[src/rtl/ifetch_queue.sv]
// Instruction fetch queue: issues PCs to instruction memory, pairs in-order
// responses with their PCs, and buffers (pc, instr) pairs for decode.
module ifetch_queue #(
  parameter int DEPTH   = 2,
  parameter int ADDR_W  = 64,
  parameter int INSTR_W = 32
) (
  input  logic               clk,
  input  logic               rst,
  input  logic [ADDR_W-1:0]  pc_in,
  input  logic               pc_valid,
  output logic               pc_ready,
  input  logic               flush,
  output logic               imem_req,
  output logic [ADDR_W-1:0]  imem_addr,
  input  logic               imem_gnt,
  input  logic               imem_rvalid,
  input  logic [INSTR_W-1:0] imem_rdata,
  output logic               id_valid,
  input  logic               id_ready,
  output logic [ADDR_W-1:0]  id_pc,
  output logic [INSTR_W-1:0] id_instr,
  output logic               resp_err
);

  localparam int PW = $clog2(DEPTH);
  localparam int CW = PW + 1;
  localparam logic [CW+1:0] OCC_LIMIT = (CW+2)'(DEPTH);

  typedef struct packed {
    logic [ADDR_W-1:0]  pc;
    logic [INSTR_W-1:0] instr;
  } entry_t;

  logic [ADDR_W-1:0] pcq_mem [DEPTH];
  logic [PW-1:0]     pcq_wr, pcq_rd;
  logic [CW-1:0]     pcq_cnt;

  entry_t            fifo_mem [DEPTH];
  logic [PW-1:0]     fifo_wr, fifo_rd;
  logic [CW-1:0]     fifo_cnt;

  logic [CW-1:0]     drop_cnt;
  logic [CW-1:0]     owed;
  logic [CW+1:0]     occ;
  logic              credit;
  logic              drop_resp, accept_resp, spurious;
  logic              pop;
  entry_t            head;

  // Credit covers every slot a response could eventually need, so a
  // response push can never find the FIFO full.
  assign occ    = {2'b00, pcq_cnt} + {2'b00, drop_cnt} + {2'b00, fifo_cnt};
  assign credit = occ < OCC_LIMIT;
  assign owed   = drop_cnt + pcq_cnt;

  assign imem_req  = rst & pc_valid & credit & ~flush;
  assign imem_addr = pc_in;
  assign pc_ready  = imem_req & imem_gnt;

  assign drop_resp   = imem_rvalid & (drop_cnt != '0);
  assign accept_resp = imem_rvalid & (drop_cnt == '0) & (pcq_cnt != '0);
  assign spurious    = imem_rvalid & (drop_cnt == '0) & (pcq_cnt == '0);

  assign id_valid = fifo_cnt != '0;
  assign pop      = id_valid & id_ready;
  assign head     = fifo_mem[fifo_rd];
  assign id_pc    = id_valid ? head.pc    : '0;
  assign id_instr = id_valid ? head.instr : '0;

  // NOTE: storage arrays carry no reset; counts and pointers alone define
  // which words are live, and outputs are masked while the FIFO is empty.
  always_ff @(posedge clk) begin
    if (pc_ready) pcq_mem[pcq_wr] <= pc_in;
    if (accept_resp && !flush) fifo_mem[fifo_wr] <= '{pc: pcq_mem[pcq_rd], instr: imem_rdata};
  end

  // NOTE: all state below uses non-blocking assignments so every register
  // samples the same pre-edge values regardless of statement order.
  always_ff @(posedge clk or negedge rst) begin
    if (!rst) begin
      pcq_wr   <= '0;
      pcq_rd   <= '0;
      pcq_cnt  <= '0;
      drop_cnt <= '0;
      resp_err <= 1'b0;
    end else if (flush) begin
      pcq_wr  <= '0;
      pcq_rd  <= '0;
      pcq_cnt <= '0;
      // A response landing in the flush cycle pays off one owed slot.
      if (imem_rvalid && owed != '0) drop_cnt <= owed - CW'(1);
      else                           drop_cnt <= owed;
      if (imem_rvalid && owed == '0) resp_err <= 1'b1;
    end else begin
      if (pc_ready)    pcq_wr <= pcq_wr + PW'(1);
      if (accept_resp) pcq_rd <= pcq_rd + PW'(1);
      case ({pc_ready, accept_resp})
        2'b10:   pcq_cnt <= pcq_cnt + CW'(1);
        2'b01:   pcq_cnt <= pcq_cnt - CW'(1);
        default: pcq_cnt <= pcq_cnt;
      endcase
      if (drop_resp) drop_cnt <= drop_cnt - CW'(1);
      if (spurious)  resp_err <= 1'b1;
    end
  end

  always_ff @(posedge clk or negedge rst) begin
    if (!rst) begin
      fifo_wr  <= '0;
      fifo_rd  <= '0;
      fifo_cnt <= '0;
    end else if (flush) begin
      fifo_wr  <= '0;
      fifo_rd  <= '0;
      fifo_cnt <= '0;
    end else begin
      if (accept_resp) fifo_wr <= fifo_wr + PW'(1);
      if (pop)         fifo_rd <= fifo_rd + PW'(1);
      case ({accept_resp, pop})
        2'b10:   fifo_cnt <= fifo_cnt + CW'(1);
        2'b01:   fifo_cnt <= fifo_cnt - CW'(1);
        default: fifo_cnt <= fifo_cnt;
      endcase
    end
  end

endmodule

[config.mk]
export PLATFORM = sky130hd
export DESIGN_NAME = ifetch_queue
export DESIGN_NICKNAME = d
export VERILOG_FILES = /design/src/rtl/ifetch_queue.sv
export SDC_FILE = /design/constraint.sdc
export NUM_CORES = 1
export LEC_CHECK = 0
export CORE_MARGIN = 2
export CORE_UTILIZATION = 25
export DETAILED_ROUTE_END_ITERATION = 8
export PLACE_DENSITY = 0.57
export SLEW_MARGIN = 20
export SYNTH_ARGS = -nofsm -noshare
export SYNTH_HDL_FRONTEND = slang
export SYNTH_SLANG_ARGS = --single-unit
[constraint.sdc]
create_clock -name clk -period 19.07 [get_ports clk]
set_clock_uncertainty 0.1 [all_clocks]
set_input_delay 4.7675 -clock clk [delete_from_list [all_inputs] [get_ports clk]]
set_output_delay 4.7675 -clock clk [all_outputs]
set_load 0.005 [all_outputs]
==> results of run 1 <==
==> how the worst min path moves through the flow <==
| stage | from | endpoint | slack, ps | cells past startpoint |
|---|---|---|---|---|
| floorplan | resp_err$_DFFE_PN0P_ | resp_err$_DFFE_PN0P_ | 350 | 1 |
| finish | resp_err$_DFFE_PN0P_ | resp_err$_DFFE_PN0P_ | 360 | 1 |
| detailed placement | resp_err$_DFFE_PN0P_ | resp_err$_DFFE_PN0P_ | 360 | 1 |
| CTS | resp_err$_DFFE_PN0P_ | resp_err$_DFFE_PN0P_ | 370 | 1 |
| global route | resp_err$_DFFE_PN0P_ | resp_err$_DFFE_PN0P_ | 410 | 1 |
| global placement | resp_err$_DFFE_PN0P_ | resp_err$_DFFE_PN0P_ | 340 | 1 |
==> per-stage QoR <==
step / power (mW) / setup WS, ps
4_1_cts: 1.564 / 7306
5_1_grt: 1.596 / 7211
2_1_floorplan: 0.8746 / 6187
3_5_place_dp: 0.9258 / 7321
3_3_place_gp: 0.9228 / 7386
6_report: 1.535 / 7323
==> sequential cells by signal, indices dropped and copies added (netlist names) <==
signal	cells
fifo_cnt	2
pcq_wr	1
fifo_rd	1
pcq_mem	128
fifo_mem	192
pcq_rd	1
resp_err	1
drop_cnt	2
pcq_cnt	2
fifo_wr	1
==> power groups by stage <==
stage | Combinational, mW | Clock (mW) | Sequential [mW]
global route | 0.109 | 0.677 | 0.810
floorplan | 0.0510 | 0 | 0.824
global placement | 0.0988 | 0 | 0.824
CTS | 0.102 | 0.652 | 0.809
finish | 0.0999 | 0.626 | 0.809
detailed placement | 0.101 | 0 | 0.825
==> placed cells by master (no fill, tap or decap), types with 7 or more instances in the layout <==
master / Yosys / final
mux2i_1: 96 / 96
clkbuf_16: 0 / 37
clkinv_2: 0 / 7
buf_4: 67 / 11
dfrtp_1: 11 / 9
nor2_1: 105 / 104
inv_1: 8 / 8
clkdlybuf4s50_1: 0 / 266
edfxtp_1: 320 / 320
mux2_2: 65 / 65
==> cells by family after synthesis <==
logic type	share of synthesized area
AOI/OAI and AO/OA	0.009279
xor gates and xnor gates	0.005357
adders and majority gates	0.006313
buffers and inverters	0.05166
DFF	0.7557
muxes	0.1294
and+or+nand+nor	0.04228
==> worst max-delay path, stage by stage <==
cell             delay, ps
clkdlybuf4s50_1        770
nand4bb_4              410
nor3_4                 350
clkdlybuf4s50_1        570
==> per-layer routing <==
layer,wire (um),global-route usage,vias up
li1,-,-,3182
met1,12730,0.1323,3492
met2,13500,0.1718,203
met3,1623,0.02439,38
met4,650,0.03782,0
met5,0,0,-
==> layout make-up <==
| cell class | instances | area, um2 |
|---|---|---|
| diodes | 1 | 2.502 |
| flip-flops and latches | 331 | 9892 |
| fillers | 5079 | 34400 |
| clock inverters | 15 | 82.58 |
| well taps | 680 | 850.8 |
| multi-input cells | 319 | 2546 |
| clock buffers | 42 | 944.7 |
| inverters | 8 | 30.03 |
| repair buffers | 278 | 2765 |
==> results.sh, run 1 <==
export IMPL_outcome="complete, no violations"
export IMPL_cp_endpoint="pc_ready"
export IMPL_fmax_ghz=0.08513
export IMPL_max_slew_margin=0.4088
export IMPL_pwr_share_comb=0.065
export IMPL_gp_congestion=0.6843
export IMPL_r2r_slack_ps=15440
export IMPL_synthesis_nets=862
export IMPL_drive_gt1_frac=0.1380
export IMPL_routedWlPerCell_um=17.03
export IMPL_ir_drop_v=0.00005318
export IMPL_final_hold_viol_count=0
export IMPL_clkPwrFrac=0.408
export IMPL_core_um2=51510
export IMPL_ys_top_cells_by_area="edfxtp_1, mux2i_1, mux2_2, buf_4, nor2_1"
export IMPL_pin_count=267
export IMPL_maxCapViolCount=0
export IMPL_syn_to_final_growth_pct=30.84
export IMPL_row_count=83
export IMPL_dpl_cell_count=1616
export IMPL_utilization=0.3322
export IMPL_synth_top_cell_area_share=0.7346
export IMPL_cts_setup_buffers=0
export IMPL_netlist_instances=753
export IMPL_worst_slew_pin_slew_ps=886.8
export IMPL_power_density_nw_per_um2=89.69
export IMPL_grt_pass1_wl_um=42230
export IMPL_ctsHoldBuffers=0
export IMPL_rsz0062_at_grt="false"
export IMPL_h_tree_depth=2
export IMPL_startpoint="flush"
export IMPL_power_switching_uw=322.1
export IMPL_ctsResizeCount=0
export IMPL_yosysUniqueCellTypes=35
export IMPL_grt_max_degree=60
export IMPL_ant_nets=0
export IMPL_track_usage=0.1038
export IMPL_wl_um=28510
export IMPL_avgViaCountPerCell=4.131
export IMPL_vias=6915
export IMPL_r2r_worst_path_cells=8
export IMPL_drc=0
export IMPL_startpoint_type="input pin"
export IMPL_syn_area_um2=13080
export IMPL_start_util=0.2539
export IMPL_hold_ws_ps=362.6
export IMPL_setup_viol=0
export IMPL_p_leak_nw=5.347
export IMPL_final_cell_count_no_fill=1674
export IMPL_cp_arrival_ps=6880
export IMPL_synth_most_common_cell="edfxtp_1"
export IMPL_final_area_um2=17110
export IMPL_grt_pass1_vias=7235
export IMPL_nets=1084
export IMPL_die_x_um=232.7
export IMPL_cts_sinks=331
export IMPL_port_buffers=266
export IMPL_r2r_start="pcq_cnt[1]$_DFFE_PN0P_"
export IMPL_yosysTopAreaCell="edfxtp_1"
export IMPL_dpl_cell_area_um2=16080
export IMPL_die_area_um2=54170
export IMPL_period_needed_ps=11750
export IMPL_p_sw_frac=0.2098
export IMPL_slew_violations=0
export IMPL_tns_ps=0
export IMPL_required_ps=14200
export IMPL_fin_crit_sh=0.6160
export IMPL_synth_edf_count=320
export IMPL_cts_max_path_buffers=3
export IMPL_grt_overflow=0
export IMPL_clock_latency_ps=530
export IMPL_seqPwrFrac=0.527
export IMPL_p_int_mw=1.213
export IMPL_drtIter0Drc=273
export IMPL_synth_avg_cell_area_um2=17.37
export IMPL_clk_pin_slew_ps=60
export IMPL_yosysWarningCount=0
export IMPL_ys_top_cells_by_count="edfxtp_1, nor2_1, mux2i_1, buf_4, mux2_2"
export IMPL_crit_fanout=19
export IMPL_die_h_um=232.7
export IMPL_synth_async_sr_flop_share=0.03323
export IMPL_cts_buffers=37
export IMPL_ys_seq_elements=331
export IMPL_synth_main_ff_cell="edfxtp_1"
export IMPL_worstSetupPathType="in2out"
export IMPL_holdCritPathClass="reg2reg"
export IMPL_ys_seq_area_frac=0.7557
export IMPL_cp_end_kind="primary output"
export IMPL_cts_root_buffer="clkbuf_16"
export IMPL_antenna_found_initial=1
export IMPL_rr_endpoint="pcq_mem[1][36]$_DFFE_PP_"
export IMPL_dp_hpwl_um=17300
export IMPL_firstDrtPassIters=4
export IMPL_cts_tree="built"
No activity file was read; power rests on OpenSTA's default activity.
==> inputs of run 2 (changes only) <==
- PLACE_DENSITY: 0.57 -> 0.58
- clock period: 19.07 -> 10.31 ns (I/O delays scaled with it)
==> run 2 against run 1 <==
Compared with the run above: combinational power rose by 85%; die area unchanged; sequential cell count unchanged; utilization up 0.31 points; setup slack got worse by 4400 ps; global-route usage down 0.24 points; design area grew 0.93%; critical path depth is the same; register-to-register slack lost 8700 ps; clock power is 100% higher; critical path type unchanged; critical endpoint unchanged; largest cell class unchanged; highest routed layer unchanged.
==> results.sh, run 2 (synthesis gave the netlist of run 1 again) <==
export IMPL_holdCritPathClass="reg2reg"
export IMPL_worstSetupPathType="in2out"
export IMPL_final_hold_viol_count=0
export IMPL_pwr_share_comb=0.063
export IMPL_cpMostUsedCell="clkdlybuf4s50_1"
export IMPL_nets=1083
export IMPL_holdPathStages=1
export IMPL_clock_latency_ps=540
export IMPL_fin_crit_sh=0.7161
export IMPL_track_usage=0.1015
export IMPL_p_sw_frac=0.2076
export IMPL_maxCapViolCount=0
export IMPL_gp_congestion=0.7002
export IMPL_rsz0062_at_grt="false"
export IMPL_layout_common_cells="edfxtp_1, clkdlybuf4s50_1, nor2_1"
export IMPL_required_ps=7630
export IMPL_row_count=83
export IMPL_ant_nets=0
export IMPL_antenna_found_initial=0
export IMPL_core_um2=51510
export IMPL_largest_reg_flops=192
export IMPL_ir_drop_v=0.0001115
export IMPL_cts_buffers=38
export IMPL_clkPwrFrac=0.430
export IMPL_wl_um=27840
export IMPL_drtIter0Drc=278
export IMPL_cts_root_buffer="clkbuf_16"
export IMPL_fmax_ghz=0.1355
export IMPL_cp_end_kind="primary output"
export IMPL_largest_register="fifo_mem"
export IMPL_startpoint_type="input pin"
export IMPL_power_switching_uw=613.1
export IMPL_r2r_worst_path_cells=8
export IMPL_h_tree_depth=2
export IMPL_cts_sinks=331
export IMPL_critical_path_max_stage_delay_ps=780
export IMPL_cts_setup_buffers=0
export IMPL_cts_tree="built"
export IMPL_drive_gt1_frac=0.1410
export IMPL_cp_arrival_ps=4710
export IMPL_grt_max_degree=66
export IMPL_pin_count=267
export IMPL_ctsResizeCount=0
export IMPL_max_slew_margin=0.2911
export IMPL_final_fill_count=5014
export IMPL_setup_viol=0
export IMPL_firstDrtPassIters=5
export IMPL_clk_pin_slew_ps=60
export IMPL_antenna_cells=0
export IMPL_cp_cell_sequence="clkdlybuf4s50_1, nand4bb_4, nor3_4, clkdlybuf4s50_1"
export IMPL_outcome="complete, no violations"
export IMPL_worst_slew_pin_slew_ps=1063
export IMPL_layout_commonest_cell="edfxtp_1"
export IMPL_ctsHoldBuffers=0
export IMPL_routedWlPerCell_um=16.57
export IMPL_period_needed_ps=7383
export IMPL_avgViaCountPerCell=4.034
export IMPL_power_density_nw_per_um2=171.0
export IMPL_p_total_mw=2.953
export IMPL_tns_ps=0
export IMPL_seqPwrFrac=0.507
export IMPL_vias=6777
export IMPL_die_x_um=232.7
export IMPL_port_buffers=266
export IMPL_slowest_stage="clkdlybuf4s50_1"
export IMPL_dp_hpwl_um=15810
export IMPL_syn_to_final_growth_pct=32.05
export IMPL_die_h_um=232.7
export IMPL_die_area_um2=54170
export IMPL_grt_pass1_wl_um=41160
export IMPL_slew_violations=0
export IMPL_p_leak_nw=5.418
export IMPL_p_int_mw=2.340
export IMPL_cts_max_path_buffers=3
export IMPL_crit_fanout=19
export IMPL_start_util=0.2539
export IMPL_grt_overflow=0
export IMPL_reg_top3="fifo_mem x192, pcq_mem x128"
export IMPL_grt_pass1_vias=7010
export IMPL_drc=0
==> run 2: path summary, 6_finish.rpt <==
check,from,slack [ps],end
worst max-delay path,flush,2930,pc_ready
worst min-delay path,resp_err$_DFFE_PN0P_,370,resp_err$_DFFE_PN0P_
worst max register to register,pcq_cnt[1]$_DFFE_PN0P_,6760,pcq_mem[1][42]$_DFFE_PP_
worst min register to register,resp_err$_DFFE_PN0P_,370,resp_err$_DFFE_PN0P_
max in group asynchronous,rst,7310,pcq_rd$_DFFE_PN0P_
min in group asynchronous,rst,2340,pcq_wr$_DFFE_PN0P_
==> run 2: worst max-delay path, delay by kind of cell <==
| family | cells | cell delay (ps) |
|---|---|---|
| buffers and inverters | 2 | 1350 |
| AND/OR/NAND/NOR | 2 | 770 |
==> run 2: cell type report <==
cell class / count / area (um2) / area share
sequential: 331 / 9892 / 0.5727
timing repair buffer: 276 / 2778 / 0.1608
multi-input combinational: 319 / 2552 / 0.1478
clock buffer: 46 / 1012 / 0.05860
tap: 680 / 850.8 / 0.04926
clock inverter: 20 / 157.7 / 0.009127
inverter: 8 / 30.03 / 0.001739
==> run 2: metal layers <==
layer  GRT usage  routed length, um
met5           0                  0
met4     0.04021                690
met3     0.02402               1510
met2      0.1717              13550
met1      0.1247              12090
==> run 2: power groups by stage <==
stage               Clock (mW)  Sequential [mW]  Combinational [mW]
finish                    1.27             1.50               0.185
global placement             0             1.53               0.179
detailed placement           0             1.53               0.184
global route              1.37             1.50               0.203
floorplan                    0             1.52              0.0943
CTS                       1.32             1.50               0.186
==> run 2: per-stage QoR <==
| stage | setup WS, ps | util | hold WS [ps] | instances | instance area (um2) |
|---|---|---|---|---|---|
| finish | 2927 | 0.3353 | 367.7 | 1680 | 17270 |
| global route | 2751 | 0.3353 | 396.5 | 1680 | 17270 |
| CTS | 2921 | 0.3343 | 374.6 | 1678 | 17220 |
| detailed placement | 2922 | 0.3116 | 360.3 | 1612 | 16050 |
| global placement | 2978 | 0.3116 | 342.7 | 1612 | 16050 |
| floorplan | 88.86 | - | 351.0 | 753 | 13090 |
==> inputs of run 3 (changes only) <==
- clock period: 10.31 -> 6.31 ns (I/O delays scaled with it)
==> run 3 against run 2 <==
Compared with the run above: sequential cell count unchanged; global-route usage increased by 0.14 points; cell count increased by 0.12%; non-clock buffer count increased by 3; critical path depth unchanged; sequential power increased by 63%; design area increased by 0.67%; combinational power increased by 64%; wire length increased by 1.1%; die area unchanged.
==> results.sh, run 3 (synthesis gave the netlist of run 1 again) <==
export IMPL_clock_latency_ps=530
export IMPL_reg_top3="fifo_mem x192, pcq_mem x128"
export IMPL_track_usage=0.1029
export IMPL_cts_tree="built"
export IMPL_ctsResizeCount=0
export IMPL_hold_ws_ps=392.6
export IMPL_ctsHoldBuffers=0
export IMPL_antenna_found_initial=0
export IMPL_die_x_um=232.7
export IMPL_fin_crit_sh=0.8318
export IMPL_layout_commonest_cell="edfxtp_1"
export IMPL_cp_arrival_ps=3570
export IMPL_grt_pass1_wl_um=41770
export IMPL_holdCritPathClass="reg2reg"
export IMPL_outcome="complete, no violations"
export IMPL_period_needed_ps=5249
export IMPL_maxCapViolCount=0
export IMPL_h_tree_depth=2
export IMPL_row_count=83
export IMPL_die_area_um2=54170
export IMPL_pre_cts_ws_ps=1017
export IMPL_startpoint_type="input pin"
export IMPL_setup_viol=0
export IMPL_pin_count=267
export IMPL_nets=1087
export IMPL_power_density_nw_per_um2=286.1
export IMPL_grt_max_degree=66
export IMPL_firstDrtPassIters=4
export IMPL_p_sw_frac=0.2004
export IMPL_vias=6899
export IMPL_die_h_um=232.7
export IMPL_crit_fanout=12
export IMPL_grt_pass1_vias=7307
export IMPL_gp_congestion=0.7237
export IMPL_pwr_share_comb=0.061
export IMPL_layout_common_cells="edfxtp_1, clkdlybuf4s50_1, nor2_1"
export IMPL_max_slew_margin=0.4369
export IMPL_fmax_ghz=0.1905
export IMPL_largest_register="fifo_mem"
export IMPL_final_area_um2=17390
export IMPL_seqPwrFrac=0.492
export IMPL_p_leak_nw=5.467
export IMPL_rsz0062_at_grt="false"
export IMPL_required_ps=4630
export IMPL_cts_setup_buffers=0
export IMPL_cts_sinks=331
export IMPL_cts_max_path_buffers=3
export IMPL_drive_gt1_frac=0.1407
export IMPL_final_hold_viol_count=0
export IMPL_ir_drop_v=0.0001461
export IMPL_drtIter0Drc=353
export IMPL_cp_end_kind="primary output"
export IMPL_p_int_mw=3.977
export IMPL_tns_ps=0
export IMPL_clk_pin_slew_ps=50
export IMPL_cts_root_buffer="clkbuf_16"
export IMPL_clkPwrFrac=0.447
export IMPL_worst_slew_pin_slew_ps=844.7
export IMPL_power_switching_uw=997.0
export IMPL_start_util=0.2539
export IMPL_setup_slack_ps=1061
export IMPL_slew_violations=0
export IMPL_wl_um=28160
export IMPL_avgViaCountPerCell=4.102
export IMPL_syn_to_final_growth_pct=32.94
export IMPL_worstSetupPathType="in2out"
export IMPL_antenna_cells=0
export IMPL_dp_hpwl_um=16840
export IMPL_cts_buffers=39
export IMPL_ant_nets=0
export IMPL_routedWlPerCell_um=16.74
export IMPL_dpl_cell_area_um2=16130
export IMPL_port_buffers=266
export IMPL_drc=0
export IMPL_core_um2=51510
export IMPL_grt_overflow=0
export IMPL_largest_reg_flops=192
-- run 3: cell types whose count changed in the layout (fill, tap and decap cells not counted), sizes merged --
cell / delta
buf: +3
bufinv: +3
clkbuf: -1
clkinv: -1
clkinvlp: -2
-- run 3: path summary, 6_finish.rpt --
path                                        start                  endpoint  slack, ps  depth (start not counted)
max                                           rst                  pc_ready       1060                          4
min                          resp_err$_DFFE_PN0P_      resp_err$_DFFE_PN0P_        390                          1
max in group asynchronous                     rst        pcq_rd$_DFFE_PN0P_       4340                          1
min in group asynchronous                     rst        pcq_wr$_DFFE_PN0P_       1320                          1
min reg2reg                  resp_err$_DFFE_PN0P_      resp_err$_DFFE_PN0P_        390                          1
max reg2reg                pcq_cnt[1]$_DFFE_PN0P_  pcq_mem[1][37]$_DFFE_PP_       2910                          8
-- run 3: layout make-up --
cell class                      count  area [um2]
Tap cell                          680       850.8
Timing Repair Buffer              279        2785
Inverter                            8       30.03
Sequential cell                   331        9892
Multi-Input combinational cell    319        2567
Fill cell                        4997       34120
Clock inverter                     20       222.7
Clock buffer                       45        1041
-- run 3: worst max-delay path, stage by stage --
cell	delay, ps
clkdlybuf4s50_1	850
nand4bb_4	220
nor3_4	360
clkdlybuf4s50_1	570
-- run 3: power by group through the flow --
stage | Clock, mW | Combinational [mW] | Sequential (mW)
2_1_floorplan | 0 | 0.155 | 2.49
3_3_place_gp | 0 | 0.300 | 2.49
3_5_place_dp | 0 | 0.309 | 2.49
4_1_cts | 2.31 | 0.311 | 2.45
5_1_grt | 2.39 | 0.334 | 2.45
6_report | 2.22 | 0.304 | 2.45
-- run 3: layer usage --
metal / up-vias / GRT usage / wire (um)
li1: 3211 / - / -
met1: 3433 / 0.1262 / 12000
met2: 205 / 0.1700 / 13590
met3: 50 / 0.02904 / 1803
met4: 0 / 0.04220 / 774
met5: - / 0 / 0
-- run 3: through the flow --
step | power [mW] | cells | util
finish | 4.974 | 1682 | 0.3376
global placement | 2.791 | 1617 | 0.3131
floorplan | 2.643 | 753 | -
detailed placement | 2.801 | 1617 | 0.3131
global route | 5.172 | 1682 | 0.3376
CTS | 5.064 | 1682 | 0.3376
